File: config.mk
export PLATFORM = sky130hd
export DESIGN_NAME = clock_gen_module
export DESIGN_NICKNAME = d
export VERILOG_FILES = /design/src/rtl/rte_pkg.sv /design/src/rtl/clk_gen_regfile.sv /design/src/rtl/clock_gen_module.sv
export SDC_FILE = /design/constraint.sdc
export NUM_CORES = 1
export LEC_CHECK = 0
export BUFFER_PORTS_ARGS = -buffer_cell sky130_fd_sc_hd__buf_2
export CAP_MARGIN = 10
export CORE_MARGIN = 1.5
export CORE_UTILIZATION = 29
export DETAILED_ROUTE_END_ITERATION = 8
export RECOVER_POWER = 25
export SYNTH_ARGS = -nofsm -noshare
export SYNTH_HDL_FRONTEND = slang
export SYNTH_HIERARCHICAL = 1
export SYNTH_SLANG_ARGS = --single-unit
File: constraint.sdc
create_clock -name clk -period 3.5 [get_ports clk]
set_clock_uncertainty 0.2 [all_clocks]
set_input_delay 0.175 -clock clk [delete_from_list [all_inputs] [get_ports clk]]
set_output_delay 0.175 -clock clk [all_outputs]
set_load 0.02 [all_outputs]
File: src/rtl/rte_pkg.sv
// Shared definitions for the emulated-clock generator: address space and FSM encoding.
package rte_pkg;

  localparam int unsigned NUM_ADDR = 32;
  localparam int unsigned ADDR_W   = 5;

  typedef enum logic [1:0] {
    ST_IDLE = 2'd0,
    ST_LOAD = 2'd1,
    ST_SCAN = 2'd2,
    ST_DONE = 2'd3
  } fsm_state_e;

endpackage

File: src/rtl/clk_gen_regfile.sv
// Per-address half-period, step counter and clock-value storage.
// One combinational read port at the scan index and one write port.
// Optional macro CLK_GEN_DEBUG_EN exposes the clock-value vector.
module clk_gen_regfile
  import rte_pkg::*;
#(
  parameter int unsigned HP_W = 8
) (
  input  logic              clk,
  input  logic              reset_n,
  input  logic [ADDR_W-1:0] rd_addr,
  output logic [HP_W-1:0]   rd_hp_c,
  output logic [HP_W-1:0]   rd_cnt_c,
  output logic              rd_clk_c,
  input  logic              we,
  input  logic              we_hp,
  input  logic [ADDR_W-1:0] wr_addr,
  input  logic [HP_W-1:0]   wr_hp,
  input  logic [HP_W-1:0]   wr_cnt,
  input  logic              wr_clk
`ifdef CLK_GEN_DEBUG_EN
  ,
  output logic [NUM_ADDR-1:0] db_clk_state
`endif
);

  logic [HP_W-1:0]     hp_q  [NUM_ADDR];
  logic [HP_W-1:0]     cnt_q [NUM_ADDR];
  logic [NUM_ADDR-1:0] clk_state_q;

  // Single write port; half-period is only rewritten by configuration writes
  always_ff @(posedge clk or negedge reset_n) begin
    if (!reset_n) begin
      for (int unsigned i = 0; i < NUM_ADDR; i++) begin
        hp_q[i]  <= '0;
        cnt_q[i] <= '0;
      end
      clk_state_q <= '0;
    end else if (we) begin
      if (we_hp) begin
        hp_q[wr_addr] <= wr_hp;
      end
      cnt_q[wr_addr]       <= wr_cnt;
      clk_state_q[wr_addr] <= wr_clk;
    end
  end

  assign rd_hp_c  = hp_q[rd_addr];
  assign rd_cnt_c = cnt_q[rd_addr];
  assign rd_clk_c = clk_state_q[rd_addr];

`ifdef CLK_GEN_DEBUG_EN
  assign db_clk_state = clk_state_q;
`endif

endmodule

File: src/rtl/clock_gen_module.sv
// Emulated clock generator: per step, pulses the input load, then walks all
// addresses and writes the updated clock value of each flagged address.
// Optional macro CLK_GEN_DEBUG_EN adds db_clk_state / db_fsm_state outputs.
module clock_gen_module
  import rte_pkg::*;
#(
  parameter int unsigned HP_W = 8
) (
  input  logic                clk,
  input  logic                reset_n,
  input  logic                start,
  input  logic [NUM_ADDR-1:0] cfg_clk_flags,
  input  logic                cfg_wr_en,
  input  logic [ADDR_W-1:0]   cfg_wr_addr,
  input  logic [HP_W-1:0]     cfg_half_period,
  output logic                en_load_input,
  output logic                en_wr_input,
  output logic [ADDR_W-1:0]   wr_addr,
  output logic                val,
  output logic                busy,
  output logic                done
`ifdef CLK_GEN_DEBUG_EN
  ,
  output logic [NUM_ADDR-1:0] db_clk_state,
  output logic [1:0]          db_fsm_state
`endif
);

  fsm_state_e          state_q, state_d;
  logic [NUM_ADDR-1:0] flags_q, flags_d;
  logic [ADDR_W-1:0]   idx_q, idx_d;

  logic                load_d, wr_en_d, val_d, done_d, busy_d;
  logic [ADDR_W-1:0]   wr_addr_d;

  logic [HP_W-1:0]     rd_hp, rd_cnt;
  logic                rd_clk;
  logic                rf_we, rf_we_hp, rf_clk;
  logic [ADDR_W-1:0]   rf_addr;
  logic [HP_W-1:0]     rf_hp, rf_cnt;

  clk_gen_regfile #(.HP_W(HP_W)) u_regfile (
    .clk          (clk),
    .reset_n      (reset_n),
    .rd_addr      (idx_q),
    .rd_hp_c      (rd_hp),
    .rd_cnt_c     (rd_cnt),
    .rd_clk_c     (rd_clk),
    .we           (rf_we),
    .we_hp        (rf_we_hp),
    .wr_addr      (rf_addr),
    .wr_hp        (rf_hp),
    .wr_cnt       (rf_cnt),
    .wr_clk       (rf_clk)
`ifdef CLK_GEN_DEBUG_EN
    ,
    .db_clk_state (db_clk_state)
`endif
  );

  // Next-state, register-file write port mux and next output values
  always_comb begin
    state_d   = state_q;
    flags_d   = flags_q;
    idx_d     = idx_q;
    load_d    = 1'b0;
    wr_en_d   = 1'b0;
    wr_addr_d = '0;
    val_d     = 1'b0;
    done_d    = 1'b0;
    busy_d    = (state_q != ST_IDLE);
    rf_we     = 1'b0;
    rf_we_hp  = 1'b0;
    rf_addr   = idx_q;
    rf_hp     = rd_hp;
    rf_cnt    = rd_cnt;
    rf_clk    = rd_clk;

    unique case (state_q)
      ST_IDLE: begin
        if (cfg_wr_en) begin
          rf_we    = 1'b1;
          rf_we_hp = 1'b1;
          rf_addr  = cfg_wr_addr;
          rf_hp    = cfg_half_period;
          rf_cnt   = cfg_half_period;
          rf_clk   = 1'b0;
        end
        if (start) begin
          flags_d = cfg_clk_flags;
          idx_d   = '0;
          state_d = ST_LOAD;
        end
      end
      ST_LOAD: begin
        load_d  = 1'b1;
        state_d = ST_SCAN;
      end
      ST_SCAN: begin
        wr_addr_d = idx_q;
        if (flags_q[idx_q]) begin
          rf_we = 1'b1;
          if (rd_cnt == '0) begin
            rf_clk = ~rd_clk;
            rf_cnt = rd_hp;
          end else begin
            rf_cnt = rd_cnt - HP_W'(1);
          end
          wr_en_d = 1'b1;
          val_d   = rf_clk;
        end
        idx_d = idx_q + ADDR_W'(1);
        if (idx_q == ADDR_W'(NUM_ADDR - 1)) begin
          state_d = ST_DONE;
        end
      end
      ST_DONE: begin
        done_d  = 1'b1;
        state_d = ST_IDLE;
      end
      default: state_d = ST_IDLE;
    endcase
  end

  // State and registered outputs
  always_ff @(posedge clk or negedge reset_n) begin
    if (!reset_n) begin
      state_q       <= ST_IDLE;
      flags_q       <= '0;
      idx_q         <= '0;
      en_load_input <= 1'b0;
      en_wr_input   <= 1'b0;
      wr_addr       <= '0;
      val           <= 1'b0;
      busy          <= 1'b0;
      done          <= 1'b0;
    end else begin
      state_q       <= state_d;
      flags_q       <= flags_d;
      idx_q         <= idx_d;
      en_load_input <= load_d;
      en_wr_input   <= wr_en_d;
      wr_addr       <= wr_addr_d;
      val           <= val_d;
      busy          <= busy_d;
      done          <= done_d;
    end
  end

`ifdef CLK_GEN_DEBUG_EN
  assign db_fsm_state = 2'(state_q);
`endif

endmodule

# Yosys cells after proc, flatten, opt, wreduce, memory -nomap -nowiden
# Cells that the tools add are included.
dict set report totals {
  register_bits 593
  wordCells 145
  inputBits 49
}
dict set report classes {
  muxes 44
  bitwise 3
  n_reduce_logical 10
  eq_ne 6
  n_lt_le_gt_ge 6
  n_addsub 2
}
# op n
set op_table {}
lappend op_table {{bitwise mux 256 bit} 2}
lappend op_table {{binary-select mux 8 bit (select 5 bit)} 2}
lappend op_table {{two-way mux 8 bit} 10}
lappend op_table {{demux 8 bit (select 5 bit)} 1}
lappend op_table {{bitwise mux 32 bit} 1}
lappend op_table {{two-way mux 5 bit} 4}
lappend op_table {{one-hot mux 8 bit (2 select lines)} 1}
lappend op_table {{two-way mux 1 bit} 14}
lappend op_table {{>= comparator 6 bit, second input constant} 2}
lappend op_table {{less-than comparator 5 x 6 -> 1 bit, second input constant} 2}
lappend op_table {{inverter 5 -> 6 bit} 2}
lappend op_table {{binary-select mux 1 bit (select 5 bit)} 2}
lappend op_table {{one-hot mux 5 bit (2 select lines)} 1}
lappend op_table {{zero test 8 bit} 1}
lappend op_table {{one-hot mux 2 bit (4 select lines)} 1}
lappend op_table {{AND reduction 2 bit} 4}
lappend op_table {{subtractor 8 x 1 -> 8 bit, second input constant} 1}
lappend op_table {{less-than comparator 6 x 1 -> 1 bit, second input constant} 1}
lappend op_table {{adder 5 x 1 -> 5 bit, second input constant} 1}
lappend op_table {{demux 1 bit (select 5 bit)} 1}
lappend op_table {{== test 5 bit, second input constant} 1}
lappend op_table {{>= comparator 5 x 1 -> 1 bit, second input constant} 1}
lappend op_table {{== test 2 bit, second input constant} 2}
lappend op_table {{two-way mux 2 bit} 2}
lappend op_table {{other kinds (7)} 11}

# Logic depth before layout (Yosys ltp)
# Gate-level depths: netlist of the first run.
dict set report logic_depth {
  word_depth 9
  depth_mapped 18
}

# Modules after synthesis
# Netlist of the first run, hierarchy kept.
# mod n_inst area_each_um2 cells_per_inst
set by_module_without_submodules {}
lappend by_module_without_submodules {clk_gen_regfile 1 25233.0 1844}
lappend by_module_without_submodules {clock_gen_module 1 2825.2 266}

# Worst setup path before layout of the first run
# No wires, ideal clock.
dict set report synth_path {
  path_type {reg-to-reg}
  start {register idx_q[1]}
  end {register u_regfile.clk_state_q[10]}
  setup_ns 0.125
  path_slack_ns -0.268
  t_required_ns 3.175
  stages_incl_launch_ff 18
  arrival_time_ns 3.443
  path_buffers 5
  cell_sequence {dfrtp_1 -> buf_2 -> buf_2 -> buf_2 -> mux2i_1 -> a21oi_1 -> a31oi_1 -> nand3_1 -> inv_1 -> ha_1 -> nand4b_1 -> nand3b_1 -> clkbuf_1 -> and3_1 -> a21oi_1 -> nand3_1 -> clkbuf_1 -> mux2_2}
}
dict set report synth_between {
  elab_chain_len 9
  elab_cells_between_ends 24
}
# element line_no
set synth_rtl {}
lappend synth_rtl {{from (decl)} clock_gen_module.sv:31} ;# logic [ADDR_W-1:0] idx_q, idx_d;
lappend synth_rtl {{from (signal assigned)} clock_gen_module.sv:140} ;# idx_q <= idx_d;
lappend synth_rtl {{inverter 5 -> 6 bit (not written as such)} clk_gen_regfile.sv:49} ;# assign rd_cnt_c = cnt_q[rd_addr];
lappend synth_rtl {{binary-select mux 8 bit (select 5 bit)} clk_gen_regfile.sv:49}
lappend synth_rtl {{two-way mux 8 bit (not written as such) (2 in a row)} clk_gen_regfile.sv:49}
lappend synth_rtl {{via rd_cnt[0]} clock_gen_module.sv:36} ;# logic [HP_W-1:0] rd_hp, rd_cnt;
lappend synth_rtl {{zero test 8 bit} clock_gen_module.sv:103} ;# if (rd_cnt == '0) begin
lappend synth_rtl {{two-way mux 1 bit} clock_gen_module.sv:103}
lappend synth_rtl {{two-way mux 1 bit} clock_gen_module.sv:101} ;# if (flags_q[idx_q]) begin
lappend synth_rtl {{one-hot mux 1 bit (2 select lines)} clock_gen_module.sv:79} ;# unique case (state_q)
lappend synth_rtl {{via rf_clk} clock_gen_module.sv:38} ;# logic rf_we, rf_we_hp, rf_clk;
lappend synth_rtl {{bitwise mux 32 bit} clk_gen_regfile.sv:44} ;# clk_state_q[wr_addr] <= wr_clk;
lappend synth_rtl {{to (signal, indexed assignment)} clk_gen_regfile.sv:44}
lappend synth_rtl {{to (decl)} clk_gen_regfile.sv:29} ;# logic [NUM_ADDR-1:0] clk_state_q;
# The timed path passes the listed nets, and every way through them passes these cells. The select of a mux whose other input is x is not followed.
# A chain may end at the register's enable or synchronous reset.

# Final worst setup path of the first run
dict set report layout_path {
  start {register idx_q[1]}
  end {register u_regfile/cnt_q[46] in the netlist's numbering}
}
dict set report layout_between {
  elab_chain_len 9
  elab_cells_between_ends 26
}
# element line_no
set layout_rtl {}
lappend layout_rtl {{inverter 5 -> 6 bit (not written as such) (*)} clk_gen_regfile.sv:49}
lappend layout_rtl {{binary-select mux 8 bit (select 5 bit) (*)} clk_gen_regfile.sv:49}
lappend layout_rtl {{two-way mux 8 bit (not written as such) (*) (2 in a row)} clk_gen_regfile.sv:49}
lappend layout_rtl {{via rd_cnt[1]} clock_gen_module.sv:36}
lappend layout_rtl {{subtractor 8 x 1 -> 8 bit or zero test 8 bit (tied branches)} {clock_gen_module.sv:107, clock_gen_module.sv:103}}
lappend layout_rtl {{two-way mux 8 bit (*)} clock_gen_module.sv:103}
lappend layout_rtl {{two-way mux 8 bit (*)} clock_gen_module.sv:101}
lappend layout_rtl {{one-hot mux 8 bit (2 select lines) (*)} clock_gen_module.sv:79}
lappend layout_rtl {{via rf_cnt[6]} clock_gen_module.sv:40} ;# logic [HP_W-1:0] rf_hp, rf_cnt;
lappend layout_rtl {{bitwise mux 256 bit (*)} clk_gen_regfile.sv:43} ;# cnt_q[wr_addr] <= wr_cnt;
lappend layout_rtl {{to (signal, indexed assignment)} clk_gen_regfile.sv:43}
lappend layout_rtl {{to (decl)} clk_gen_regfile.sv:28} ;# logic [HP_W-1:0] cnt_q [NUM_ADDR];
# The timed path passes the listed nets; every way through them passes the cells marked *. The select of a mux whose other input is x is not followed.

==> results list, run 1 <==
- Status: finished with violations
* Violations in the final reports: capacitance limit, slew limit, setup timing
- The number of pins exceeding their max-slew limit in the final report came to 35.
- Floorplan die width: 314 µm
- After synthesis, the netlist uses between 50 and 60 different library cells.
- Max Fclk: roughly 260 MHz
- The path with the worst hold slack has its endpoint at u_regfile/hp_q[94].
- The root buffer cell chosen for the clock tree is sky130_fd_sc_hd__clkbuf_16.
* Part of the cycle the worst path needs: 111%
* Leakage power: 16.5 nW
* Largest net degree at the start of global routing: 107
- Per report_power, the clock group accounts for between 20% and 30% of the total.
- The detailed router placed 18800 vias in this run.
- Crit Reg-Reg Endpoint: u_regfile/cnt_q[46]
* Deepest clock path buffer count: 3
* Cell area after synthesis: 28100 µm²
- The tightest min-delay check is of the primary input to register type.
* Via-to-Cell Ratio: 5.06
- Final hold violations: 0
* Synthesis-stage register bit count: 593
- Once detail routing completed, the nets flagged for antenna violations numbered 0.
* Cell Count, Final, Fillers Out: 3711
- Net switching is 39.2% of the power.
- Global-route wire length before repair: 122000 µm
* Launch instance of the worst min-delay path: cfg_half_period[6]
* Combinational fraction of design power: 48.4%
- Power spread over the standard cell area amounts to 809 nW/µm².
* Unrepaired setup endpoints after global routing: true
- Synthesized netlist cell count: 2110
* First-pass DRT Iterations: 5
- Counting flops with an async set or reset pin after synthesis yields a share of between 90% and 100%.
- Clock tree from TritonCTS: yes
- Final cell area excluding filler cells: ~35000 µm²
- Fraction of final layout cells sized beyond drive strength 1: 46.3%
- The startpoint identified for the worst register-to-register timing path is idx_q[1].
- The first routing iteration left around 1500 violations.
- Utilization of the core after routing: a little under two fifths
* Starting density of the core: 29.4%
* Setup violators final: 381
- In the routed design, unresolved DRC markers number 0.
- Inserted Clock Buffers: 61
- Area growth, synth to finish: 26.2%
- The clock reaches the later pin of the worst-skew pair after 0.63 ns.
* Biggest fanout along the worst timing path: 10
- Summed over all nets, the switching power comes to 11.2 mW.
- Sum of net half-perimeters after detailed placement: 53400 µm
* Floorplan core area: 95400 µm²
* Count of standard-cell rows: around 110
- Final hold slack: around 0.057 ns
* Total number of nets in the final design: around 2500
- Clock edge transition at the registers on the reported setup and hold paths: about 0.06 ns
- Overflow left after global routing: 0
- The H-tree generated during clock tree synthesis spans 2 levels.
- Arrival time at the worst endpoint: ~4.2 ns
* Crit path launch: idx_q[1]
- Required time at the endpoint of the critical path: 3.80 ns
- In the post-route analysis, the smallest setup slack over all paths is -0.372 ns.
- The worst path in the final design needs a cycle of 3.87 ns, including I/O delays and setup.
- For this design, the sink count on the clock tree is 593.
- The design draws 28.6 mW.
- Dominant register cell in the synthesized netlist: sky130_fd_sc_hd__dfrtp_1
* Avg WL per Cell: 21.9 µm
* Slack of the worst reg-to-reg path: -0.37 ns
- Counting cells, the worst reg-to-reg path comes to 17.
- Wires add up to 81200 µm.
- The worst setup path is of the register to register kind.
* Yosys warning total: 6
- Worst voltage drop across the vdd grid: ~0.00064 V
- The congestion estimate from routability-driven global placement came to 0.892.
- Counting flops with a built-in enable in the synthesized netlist gives 0.
- Worst setup timing slack at the placement stage: -0.398 ns
- In this run, placement finished with an instance count of 3523.
- Initial antenna violation count: 6
- Total nets after synthesis: between 2000 and 2500
- The via count of the first global-routing pass came to 19900.
- Cell Int Power: ~17 mW
* Number of stages on the worst hold path: 4
- Summing all placed instances gives a cell area of 31900 µm².
* Total Neg Setup Slack: -70.14 ns
- At the pin with the least slew margin, the transition time is 2.27 ns.
* I/O Pins: 59
- Post-synthesis area per instance: 13.3 µm²
- Sort of element at the start of the critical path: register
- Buffers placed on the I/O ports in this run total 58.
* Area of the die: slightly below 100000 µm²
- Total of max-cap violations: 1
- Sequential cell area fraction in the yosys report: 52.9%
- Per report_power, the sequential group accounts for 28.2% of the total.
* Height of the die: 314 µm
- FILL cells: ~9000
- Headroom to the max-slew limit came out at -51.0%.
* Overall fraction of global-route tracks in use: between 15 and 20%
* Kind of end point of the critical path: register
[power by group through the flow]
stage	sequential [mW]	clock [mW]	combinational (mW)
after global placement	8.13	0	11.7
after floorplan	8.09	0	6.11
after detailed placement	8.19	0	11.9
after global routing	8.18	7.15	14.5
final	8.09	6.68	13.9
after CTS	8.08	6.84	12.2
[kinds of logic after synthesis]
kind of cell               after synthesis  share of synthesized area (%)
DFF                                    593                           52.9
adders and majority gates                8                          0.357
and+or+nand+nor                        252                           5.02
muxes                                  880                           34.0
buffers and inverters                  164                           2.45
AOI/OAI and AO/OA                      209                           5.16
xor gates and xnor gates                 4                          0.125
[synthesized netlist by cell type, types with 2 or more instances]
cell / n / area share (%)
sky130_fd_sc_hd__o22ai_1: 2 / 0.045
sky130_fd_sc_hd__a21o_1: 3 / 0.080
sky130_fd_sc_hd__and3_1: 8 / 0.18
sky130_fd_sc_hd__a22o_1: 36 / 1.1
sky130_fd_sc_hd__and2_1: 7 / 0.16
sky130_fd_sc_hd__mux2_2: 583 / 23
sky130_fd_sc_hd__nor3_1: 19 / 0.34
sky130_fd_sc_hd__and2b_1: 2 / 0.053
sky130_fd_sc_hd__nand2_4: 4 / 0.16
sky130_fd_sc_hd__buf_1: 13 / 0.17
sky130_fd_sc_hd__o21ai_0: 10 / 0.18
sky130_fd_sc_hd__dfrtp_1: 593 / 53
sky130_fd_sc_hd__a32o_1: 2 / 0.071
sky130_fd_sc_hd__nor2_4: 12 / 0.48
sky130_fd_sc_hd__inv_1: 11 / 0.15
sky130_fd_sc_hd__nor3_2: 2 / 0.071
sky130_fd_sc_hd__xnor2_1: 3 / 0.094
sky130_fd_sc_hd__mux2_1: 2 / 0.080
sky130_fd_sc_hd__or2_2: 2 / 0.045
sky130_fd_sc_hd__buf_4: 5 / 0.13
sky130_fd_sc_hd__ha_1: 8 / 0.36
sky130_fd_sc_hd__a31oi_1: 18 / 0.40
sky130_fd_sc_hd__nand2b_1: 7 / 0.16
sky130_fd_sc_hd__o21ai_1: 4 / 0.071
sky130_fd_sc_hd__nand3_1: 52 / 0.93
sky130_fd_sc_hd__a2111o_1: 2 / 0.080
sky130_fd_sc_hd__a211oi_1: 2 / 0.053
sky130_fd_sc_hd__o221ai_1: 2 / 0.062
sky130_fd_sc_hd__nand2_1: 66 / 0.88
sky130_fd_sc_hd__a21oi_1: 50 / 0.89
sky130_fd_sc_hd__nand3_2: 3 / 0.11
sky130_fd_sc_hd__nor2_1: 14 / 0.19
sky130_fd_sc_hd__nand2_2: 13 / 0.29
sky130_fd_sc_hd__clkbuf_1: 97 / 1.3
sky130_fd_sc_hd__buf_2: 36 / 0.64
sky130_fd_sc_hd__a22oi_1: 73 / 2.0
sky130_fd_sc_hd__nand4_1: 20 / 0.45
sky130_fd_sc_hd__nor2_2: 4 / 0.089
sky130_fd_sc_hd__mux2i_1: 295 / 11
sky130_fd_sc_hd__nor2b_1: 12 / 0.27
[what timing repair did]
action | CTS | global route
setup buffers | 11 | 17
pin swaps | 5 | 20
cloned | 1 | 11
endpoints found under the setup margin | 544 | 544
endpoints found under the hold margin | 627 | 0
resized for setup | 28 | 112
hold buffers | 36 | 0
[cells in the final DEF, fill, tap and decap left out, types with 14 or more instances in the layout]
cell                            instances
sky130_fd_sc_hd__clkbuf_16             69
sky130_fd_sc_hd__mux2_2               577
sky130_fd_sc_hd__buf_12                59
sky130_fd_sc_hd__nand4_1               20
sky130_fd_sc_hd__buf_2                 48
sky130_fd_sc_hd__a22oi_1               66
sky130_fd_sc_hd__mux2i_1              284
sky130_fd_sc_hd__clkbuf_1              30
sky130_fd_sc_hd__nor3_1                14
sky130_fd_sc_hd__nand3_1               39
sky130_fd_sc_hd__buf_6                 22
sky130_fd_sc_hd__buf_4                177
sky130_fd_sc_hd__dfrtp_1              590
sky130_fd_sc_hd__dlygate4sd3_1         35
sky130_fd_sc_hd__nand2_2               15
sky130_fd_sc_hd__a21oi_1               47
sky130_fd_sc_hd__nand3_2               14
sky130_fd_sc_hd__nand2_1               63
sky130_fd_sc_hd__a22o_1                36
[registers in the layout (all words and copies together), names as in the netlist]
register,flops
done,1
val,1
en_wr_input,1
idx_q,5
u_regfile/hp_q,256
u_regfile/clk_state_q,32
busy,1
u_regfile/cnt_q,256
state_q,2
flags_q,32
en_load_input,1
wr_addr,5
[metal layers]
layer  wire, µm  GRT usage (%)  vias to the layer above
li1           -              -                     8305
met4       2480           5.30                        0
met2      38200           26.0                      515
met1      36000           21.3                     9822
met5          0              0                        -
met3       4480           3.05                      143
[worst max-delay path: stages (launching register included)]
cell and delay, ns:
sky130_fd_sc_hd__dfrtp_4 0.49, sky130_fd_sc_hd__buf_12 0.16, sky130_fd_sc_hd__buf_16 0.16, sky130_fd_sc_hd__buf_4 0.16, sky130_fd_sc_hd__mux2i_1 0.23, sky130_fd_sc_hd__nand2_1 0.11, sky130_fd_sc_hd__nand3_1 0.20, sky130_fd_sc_hd__nand3_2 0.15
sky130_fd_sc_hd__inv_2 0.11, sky130_fd_sc_hd__ha_4 0.12, sky130_fd_sc_hd__nand4b_1 0.14, sky130_fd_sc_hd__nand3b_1 0.29, sky130_fd_sc_hd__buf_6 0.19, sky130_fd_sc_hd__o22ai_2 0.08, sky130_fd_sc_hd__a2111o_1 0.15, sky130_fd_sc_hd__o221ai_4 0.25
sky130_fd_sc_hd__clkbuf_16 0.27, sky130_fd_sc_hd__mux2_2 0.27
[area by class of cell]
| type | instances | area, µm² | area share, % |
|---|---|---|---|
| diodes | 1 | 2.50 | 0.00707 |
| clock inverters | 24 | 308 | 0.869 |
| clock buffers | 89 | 1750 | 4.95 |
| inverters | 12 | 45.0 | 0.127 |
| repair buffers | 374 | 3800 | 10.7 |
| well taps | 1265 | 1580 | 4.47 |
| flip-flops and latches | 593 | 14800 | 41.9 |
| multi-input cells | 1353 | 13100 | 36.9 |
[worst max path at each step]
stage / to / slack (ns) / depth (start not counted)
floorplan: u_regfile/clk_state_q[10] / 0.001 / 14
global placement: u_regfile/clk_state_q[3] / -0.38 / 15
detailed placement: u_regfile/cnt_q[233] / -0.40 / 15
CTS: u_regfile/cnt_q[46] / -0.17 / 17
global route: u_regfile/cnt_q[30] / -0.46 / 18
finish: u_regfile/cnt_q[46] / -0.37 / 17
(Power assumes the default switching activity.)
==> run 2: changes to the inputs <==
--- a/config.mk
+++ b/config.mk
@@ -7,7 +7,7 @@
 export LEC_CHECK = 0
 export BUFFER_PORTS_ARGS = -buffer_cell sky130_fd_sc_hd__buf_2
 export CAP_MARGIN = 10
-export CORE_MARGIN = 1.5
+export CORE_MARGIN = 4
 export CORE_UTILIZATION = 29
 export DETAILED_ROUTE_END_ITERATION = 8
 export RECOVER_POWER = 25
==> run 2 against run 1 <==
Against the previous run: the run still ends with capacitance limit, slew limit, setup timing left; cell area rose by 0.30%; sequential power barely moved; largest power group unchanged; maximum frequency rose by 2.5%; core utilization rose by 0.11 points; combinational power barely moved; final cell count did not move; clock power rose by 6.7%; critical endpoint is now u_regfile/cnt_q[131]; critical path type unchanged; die area rose by 3.2%; sequential share of layout area fell by 0.13 points.
==> results list, run 2 (synthesized netlist as in run 1, its figures left out) <==
* Initial antenna violation count: 1 (-5)
* Count of standard-cell rows: 113 (unchanged)
- Power Density: 822 nW/µm² (+1.6%)
- The global-route usage over all layers was 15.4% (-0.62 points).
* Setup violators final: 320 (-16%)
* Worst slew pin tran: 2.40 ns (+0.131 ns)
* Kind of end point of the critical path: register
* Inserted Clock Buffers: 67 (+9.8%)
- Fraction of final layout cells sized beyond drive strength 1: 46.1% (-0.18 points)
- The worst endpoint data arrival time was 4.05 ns (-0.13 ns).
* Biggest fanout along the worst timing path: 24 (+14)
* Met3 usage: 3.46% (+0.41 points)
- The library cells used most frequently in the layout, excluding fill and tap cells, are sky130_fd_sc_hd__dfrtp_1 (592), sky130_fd_sc_hd__mux2_2 (567), sky130_fd_sc_hd__mux2i_1 (289), sky130_fd_sc_hd__buf_4 (177), sky130_fd_sc_hd__clkbuf_16 (74).
* Dominant cell type by count on the critical path: sky130_fd_sc_hd__buf_4
- The number of primary I/O pins was 59 (unchanged).
- The library cell used most frequently in the layout, excluding fill and tap cells, is sky130_fd_sc_hd__dfrtp_1.
* Required time at the endpoint of the critical path: 3.77 ns (-0.03 ns)
- Placed cell count: 3531 (+0.23%)
* Combined area of the multi-input logic cells: 13000 µm² (-0.73%)
- The filler-free cell count of the finished design is 3711 (unchanged).
* Unrepaired setup endpoints after global routing: true
- Wirelength, routed: 80400 µm (-0.94%)
* Avg WL per Cell: 21.7 µm (-0.94%)
- The number of nets with antenna violations after detailed routing was 0 (unchanged).
* Busiest grt layer: met2
- The via count of the first global-routing pass is 20300 (+1.7%).
- The met2 global-route usage is 24.7% (-1.3 points).
- Normalized max-slew margin: -59.7% (-8.7 points)
* TritonCTS Sinks: 593 (unchanged)
* Number of diodes: 0 (-1)
- The critical path goes through buf_12, buf_8, mux2i_1, a22o_1, nor3_4, a31oi_2, buf_4, nand3_4, inv_2, nand4b_1, nand3b_1, buf_4, buf_4, nor2_1, a21oi_1, mux2i_1, o21ai_2, buf_12, mux2_2.
* Clock edge transition at the registers on the reported setup and hold paths: 0.06 ns (about the same)
- Final critical-path required period: 3.78 ns (-0.0934 ns)
- The run finished, with violations left.
- The detailed-placement wirelength estimate was 53600 µm (+0.37%).
- The worst hold margin was 0.0734 ns (+0.0168 ns).
- The critical path's largest stage delay is 0.52 ns (+0.03 ns).
* Registers with the most flip-flops: u_regfile/cnt_q x256, u_regfile/hp_q x256
- The worst ir drop on vdd came to 0.000784 V (+22%).
- The width of the die was 319 µm (+1.6%).
- Area of the die: 102000 µm² (+3.2%)
- Global-route wire length before repair: 123000 µm (+0.74%)
- Final hold violations: 0 (unchanged)
- Worst Hold Class: primary input to register
- The number of nets in the final layout came to 2455 (+0.12%).
- Fraction of met1 tracks used by global routing: 20.3% (-1.0 points)
- Final estimated routing congestion in global placement: 0.857 (-3.9%)
* Post-layout worst setup margin: -0.279 ns (+0.0934 ns)
- Final slew viol count: 77 (+120%)
* Vias after detailed routing: 18700 (-0.46%)
* Via-to-Cell Ratio: 5.04 (-0.46%)
- The checks that failed: capacitance limit, slew limit, setup timing.
- Overflow left after global routing: 0 (unchanged)
- Type of the worst setup path: register to register
- Area growth, synth to finish: 26.6%
- Leakage power: 16.6 nW (+0.68%)
- First-pass DRT Iterations: 5 (unchanged)
- The instance area at placement is 32100 µm² (+0.70%).
* Max Fclk: 265 MHz (+2.5%)
- The slowest stage of the critical path belongs to the cell sky130_fd_sc_hd__dfrtp_4.
- The initial core utilization is 29.4% (unchanged).
- The share of the core filled with cells is 37.2% (+0.11 points).
- The number of H-tree levels was 3 (+1).
* Worst skew pair latency: 0.61 ns (-0.02 ns)
- Total of max-cap violations: 1 (unchanged)
- Clock tree from TritonCTS: yes
- The summed area of non-filler cells in the final layout came to 35500 µm² (+0.30%).
- The pin count of the biggest net entering global routing came to 81 (-24%).
- The portion of the clock cycle consumed by the worst path in the final layout is 108% (-2.7 points).
* FILL cells: 9030 (+0.21%)
- Deepest clock path buffer count: 3 (unchanged)
- Clk Tree Root Cell: sky130_fd_sc_hd__clkbuf_16
- Floorplan core area: 95400 µm² (unchanged)
* Height of the die: 319 µm (+1.6%)
- The number of DRC markers after the initial detailed-route iteration came to 1333 (-11%).
- The number of input and output port buffers inserted came to 58 (unchanged).
* Sort of element at the start of the critical path: register
- The number of DRC violations after detailed routing was 0 (unchanged).
- The flip-flop and latch area is 14800 µm² (about the same).
[run 2: changes by cell type in the layout (fill, tap and decap cells not counted), sizes merged]
cell,delta
diode,-1
bufinv,-1
dlymetal6s4s,-1
inv,+4
clkbuf,-10
clkinvlp,-3
dlygate4sd3,-1
buf,+13
[run 2: worst paths after layout]
check	end	slack [ns]	cells after the start	from
worst max-delay path	u_regfile/cnt_q[131]	-0.28	19	idx_q[1]
worst min-delay path	u_regfile/hp_q[136]	0.07	4	cfg_half_period[0]
worst max register to register	u_regfile/cnt_q[131]	-0.28	19	idx_q[1]
worst min register to register	u_regfile/hp_q[94]	0.29	1	u_regfile/hp_q[94]
max in group asynchronous	u_regfile/hp_q[73]	0.40	3	reset_n
min in group asynchronous	u_regfile/cnt_q[237]	0.65	2	reset_n
[run 2: layer usage]
| metal | vias to the layer above | part of all wire (%) |
|---|---|---|
| met2 | 450 | 47 |
| met3 | 155 | 5.2 |
| met4 | 2 | 3.4 |
| li1 | 8319 | - |
| met1 | 9772 | 44 |
| met5 | - | 0.016 |
[run 2: timing repair]
item / in CTS / in global routing
gates cloned: 0 / 8
resized for setup: 31 / 72
endpoints found under the hold margin: 316 / 0
setup endpoints to repair: 544 / 544
pin swaps: 4 / 14
setup buffers: 7 / 15
hold buffers: 34 / 0
[run 2: worst max-delay path: cells and delay by family, from the launching register on]
family / cells / cell delay, ns
buf+inv: 7 / 1.05
mux: 3 / 0.63
compound gates: 4 / 0.61
simple gates: 5 / 0.61
flops: 1 / 0.52
[run 2: report_power, final]
group | switching, mW | internal [mW]
Clock | 2.83 | 4.30
Combinational | 7.94 | 6.04
Sequential | 0.424 | 7.66
[run 2: layout make-up]
type,instances,area share [%]
clock buffers,93,5.54
clock inverters,24,0.796
inverters,12,0.127
multi-input cells,1353,36.5
flip-flops and latches,593,41.8
well taps,1265,4.46
repair buffers,371,10.7
[run 2: per-stage QoR]
| step | TNS [ns] | power [mW] | worst slack [ns] |
|---|---|---|---|
| after global routing | -123.25 | 30.5 | -0.389 |
| after CTS | -26.40 | 28.1 | -0.139 |
| final | -58.12 | 29.2 | -0.279 |
| after detailed placement | -127.87 | 20.5 | -0.386 |
| after floorplan | 0 | 14.2 | 0.00131 |
| after global placement | -126.88 | 20.2 | -0.407 |
